File: src/rtl/opc_history_ctl.sv
// opc_history_ctl: old-PC history controller.
//   Keeps a DEPTH-deep ring of captured PCs, advanced on fetch/opcclk unless
//   inhibited. A PC-match trigger freezes the history after trig_post further
//   captures. The spy side reads entries by age via rd_req / rd_ack.
// Ports:
//   clk, reset              clock, asynchronous active-high reset
//   state_fetch, opcclk     capture requests
//   opcinh                  inhibit captures
//   pc                      PC to capture
//   trig_en/trig_pc/trig_post  trigger enable, match PC, post-trigger captures
//   rearm                   clear fill and return to ARMED
//   rd_req/rd_idx           read request, age index (0 = newest)
//   rd_ack/rd_data          one-cycle read strobe and data
//   opc                     most recently captured PC
//   fill                    valid entry count (saturates at DEPTH)
//   frozen                  history frozen
module opc_history_ctl #(
  parameter int unsigned DEPTH = 8,
  parameter int unsigned PCW   = 14,
  parameter int unsigned IDXW  = 3,
  parameter int unsigned POSTW = 4
) (
  input  logic             clk,
  input  logic             reset,
  input  logic             state_fetch,
  input  logic             opcclk,
  input  logic             opcinh,
  input  logic [PCW-1:0]   pc,
  input  logic             trig_en,
  input  logic [PCW-1:0]   trig_pc,
  input  logic [POSTW-1:0] trig_post,
  input  logic             rearm,
  input  logic             rd_req,
  input  logic [IDXW-1:0]  rd_idx,
  output logic             rd_ack,
  output logic [PCW-1:0]   rd_data,
  output logic [PCW-1:0]   opc,
  output logic [IDXW:0]    fill,
  output logic             frozen
);

  typedef enum logic [1:0] {
    ARMED  = 2'd0,
    POST   = 2'd1,
    FROZEN = 2'd2
  } state_t;

  localparam logic [IDXW:0] FULL = (IDXW+1)'(DEPTH);

  state_t           state;
  logic [PCW-1:0]   ring [DEPTH];
  logic [IDXW-1:0]  wp;
  logic [POSTW-1:0] cnt;

  logic             cap;
  logic             match;
  logic             rd_accept;
  logic             rd_hit;
  logic [IDXW-1:0]  rd_pos;

  // rearm wins over capture; nothing is captured once frozen
  assign cap       = (state_fetch | opcclk) & ~opcinh & (state != FROZEN) & ~rearm;
  assign match     = trig_en & (pc == trig_pc);
  // a new request is taken only while no ack is being presented
  assign rd_accept = rd_req & ~rd_ack;
  // age index to ring slot; wraps naturally since DEPTH is a power of 2
  assign rd_pos    = wp - IDXW'(1) - rd_idx;
  assign rd_hit    = {1'b0, rd_idx} < fill;
  assign frozen    = (state == FROZEN);

  // history storage
  always_ff @(posedge clk or posedge reset) begin
    if (reset) begin
      for (int i = 0; i < int'(DEPTH); i++) ring[i] <= '0;
    end else if (cap) begin
      ring[wp] <= pc;
    end
  end

  // write pointer, fill, trigger FSM and read port
  always_ff @(posedge clk or posedge reset) begin
    if (reset) begin
      state   <= ARMED;
      wp      <= '0;
      opc     <= '0;
      fill    <= '0;
      cnt     <= '0;
      rd_ack  <= 1'b0;
      rd_data <= '0;
    end else begin
      // read uses pre-capture ring and wp
      if (rd_accept) begin
        rd_ack  <= 1'b1;
        rd_data <= rd_hit ? ring[rd_pos] : '0;
      end else begin
        rd_ack  <= 1'b0;
      end

      if (rearm) begin
        state <= ARMED;
        cnt   <= '0;
        fill  <= '0;
      end else if (cap) begin
        wp   <= wp + IDXW'(1);
        opc  <= pc;
        fill <= (fill == FULL) ? fill : fill + (IDXW+1)'(1);
        case (state)
          ARMED: begin
            if (match) begin
              if (trig_post == '0) begin
                state <= FROZEN;
              end else begin
                state <= POST;
                cnt   <= trig_post;
              end
            end
          end
          POST: begin
            cnt <= cnt - POSTW'(1);
            if (cnt == POSTW'(1)) state <= FROZEN;
          end
          default: ;
        endcase
      end
    end
  end

endmodule

File: config.mk
export PLATFORM = sky130hd
export DESIGN_NAME = opc_history_ctl
export DESIGN_NICKNAME = d
export VERILOG_FILES = /design/src/rtl/opc_history_ctl.sv
export SDC_FILE = /design/constraint.sdc
export NUM_CORES = 1
export LEC_CHECK = 0
export CAP_MARGIN = 5
export CORE_AREA = 2 2 159 161
export DETAILED_ROUTE_END_ITERATION = 8
export DIE_AREA = 0 0 161 163
export GPL_TIMING_DRIVEN = 0
export PLACE_DENSITY_LB_ADDON = 0.08
export SYNTH_ARGS = -nofsm -noshare
export SYNTH_HDL_FRONTEND = slang
export SYNTH_SLANG_ARGS = --single-unit
File: constraint.sdc
create_clock -name clk -period 6.71 [get_ports clk]
set_clock_uncertainty 0.15 [all_clocks]
set_input_delay 1.342 -clock clk [delete_from_list [all_inputs] [get_ports clk]]
set_output_delay 1.342 -clock clk [all_outputs]
set_load 0.03 [all_outputs]
==> impl_metrics.yaml <==
critical_path:
  cp-endpoint: "rd_data[10]"
  critPathBufInv: 4
  endpoint_kind: "flip-flop"
  cp_max_fo: 10
  cp.depth: 9
  crit_path_max_incr_delay_ps: 770
  cp.required_ps: 6850
  cp_top_family: "buffers and inverters"
  worstSetupPathType: "input port to flip-flop"
  startpoint_type: "input port"
  critPathArrivalTime_ps: 4490
  r2r_cells: 7
  critical_path.startpoint: "rd_idx[0]"
  cp_slowest_cell: "clkbuf_1"
  r2r-end: "rd_data[10]"
  worstReg2RegStart: "wp[0]"
  rrSetupSlack_ps: 3270
  worstPathCellList: "clkdlybuf4s50_1 > inv_1 > ha_1 > fa_1 > buf_2 > clkbuf_1 > mux4_2 > mux2i_1 > o21ai_0"
floorplanning:
  row_count: 58
  core_mm2: 0.02467
  dieWidth_um: 161
  ios: 77
  die_h_um: 163
  dieArea_mm2: 0.02624
  start_util: 0.2955
layout:
  fin_cells: 935
  syn2layout_area_growth_pct: 22.89
  finish.utilization: 0.3631
  layout-drive-gt1-share: 0.3791
  final_common_cell: "dfrtp_1"
  layout.nets: 644
  layout_common_cells: "dfrtp_1, mux2_2, clkdlybuf4s50_1, mux4_2, nand2_1"
grt:
  grt_pass1_vias: 4810
  grt_max_degree: 100
  grt_pass1_wl_um: 29120
  globalRouteTotalUtil: 0.1507
  antenna_found_initial: 0
  overflow: 0
detailed_routing:
  route.antenna.remaining_nets: 0
  drtIter0Drc: 232
  wirelength_um: 18670
  vias: 4427
  drc: 0
  wire_per_inst_um: 19.96
  firstDrtPassIters: 4
  viasPerCell: 4.735
clocking:
  cts_tree: "built"
  clock-sinks: 154
  ctsHoldBuffers: 0
  root_buffer: "clkbuf_16"
  cts_resized: 0
  clk_latency_ps: 420
  postCtsSetupBuffers: 0
  path_clk_slew_ps: 70
  cts_made_buffers: 17
  htreeDepth: 4
  clockBufferDepth: 2
sta:
  whs_ps: 333.8
  slew_viol_final: 0
  period_needed_ps: 4357
  hold_violations: 0
  fmax_ghz: 0.2295
  relSlewSlack: 0.3540
  max_slew.worst_pin.slew_ps: 969.0
  finalCritPeriodShare: 0.6493
  setup_violations: 0
  setup_ws_ps: 2353
  rsz0062_at_grt: "no"
yosys:
  synthArstFlopShare: 1.000
  syn_nets: 562
  synthDistinctLibCells: 43
  mappedNetlistArea_mm2: 0.007291
  synth_edf_count: 0
  seq_area_frac_synth: 0.5286
  ys_warn_count: 0
  ys.flop_type: "dfrtp_1"
  syn_inst: 510
  syn_area_per_cell_um2: 14.30
  synth_seq_cells: 154
hold_path:
  min_path_type: "flip-flop to flip-flop"
power_and_ir_drop:
  peakVddDrop_mv: 0.1613
  p_leak_nw: 3.839
  pwr_density_cell_mw_per_mm2: 444.3
outcome:
  status: "completed"
placement:
  dp_slack_ps: 1862
  portBuffers: 62
  finalWeightedCongestion: 0.7137
  post-place-cells: 903
  dp_hpwl_um: 12260
flow_run:
  max-cap-violations: 0
cell usage after synthesis (all sizes together), types with 4 or more instances:
cell / instances / share of area
clkbuf: 8 / 0.0041
dfrtp: 154 / 0.53
xnor2: 17 / 0.027
nand4: 5 / 0.0043
mux2i: 16 / 0.022
a211oi: 4 / 0.0041
nor2: 10 / 0.0051
nor3: 5 / 0.0034
a21oi: 8 / 0.0055
nand2: 23 / 0.012
mux2: 127 / 0.20
nand3: 7 / 0.0062
buf: 29 / 0.027
o21ai: 16 / 0.011
inv: 13 / 0.0067
mux4: 28 / 0.086
ha: 8 / 0.014
flip-flops by register name, summed over array words and instances (netlist names):
register and cells:
wp 3, state 2, ring 112, cnt 4, rd_ack 1, fill 4
rd_data 14, opc 14
layout make-up:
type,count,area [µm²]
clock inverters,14,172.7
well taps,330,412.9
multi-input cells,306,3158
repair buffers,63,648.1
clock buffers,17,425.4
flip-flops and latches,154,3854
inverters,13,56.30
fillers,2414,15710
diodes,1,2.502
plain buffers,37,230.2
cells by family after synthesis:
| kind of cell | count (synthesis) | synth area share |
|---|---|---|
| adder cells (fa/ha/maj) | 9 | 0.01648 |
| XOR/XNOR | 20 | 0.03072 |
| multiplexers | 171 | 0.3046 |
| buffers and inverters | 50 | 0.03827 |
| flip-flops | 154 | 0.5286 |
| AND/OR/NAND/NOR | 67 | 0.04857 |
| AO/OA/AOI/OAI | 39 | 0.03278 |
layer usage:
metal / track usage / vias up / routed length, µm
li1: - / 2026 / -
met3: 0.02572 / 14 / 513
met2: 0.2489 / 62 / 9154
met4: 0.04261 / 0 / 187
met1: 0.2051 / 2325 / 8810
met5: 0 / - / 0
worst min-delay path by stage:
stage	from	end	slack, ps	cells past startpoint
3_5_place_dp	rd_data[4]	rd_data[4]	320	2
6_report	rd_data[11]	rd_data[11]	330	2
2_1_floorplan	ring[14]	ring[14]	320	1
4_1_cts	rd_data[4]	rd_data[4]	340	2
5_1_grt	ring[18]	ring[18]	360	1
3_3_place_gp	rd_data[10]	rd_data[10]	320	2
worst register-to-register path, cell delays in order, from the launching register on:
cell and delay, ps:
dfrtp_1 500, ha_1 260, fa_1 490, buf_2 370
clkbuf_1 780, mux4_2 430, mux2i_1 230, o21ai_0 110
per-stage QoR:
stage / TNS, ps / cell area [µm²] / power (W)
finish: 0 / 8960 / 0.003981
global route: 0 / 8957 / 0.004231
CTS: 0 / 8957 / 0.004060
detailed placement: 0 / 8359 / 0.003054
global placement: -184030 / 8324 / 0.002998
floorplan: 0 / 7291 / 0.002566
power by group:
| group | total [W] | switching, W | internal, W |
|---|---|---|---|
| clock | 0.000987 | 0.000402 | 0.000585 |
| combinational | 0.00149 | 0.000678 | 0.000807 |
| sequential | 0.00151 | 0.000196 | 0.00131 |
| total | 0.00398 | 0.00128 | 0.00271 |
Note: power is estimated with default switching activity, not from simulation.
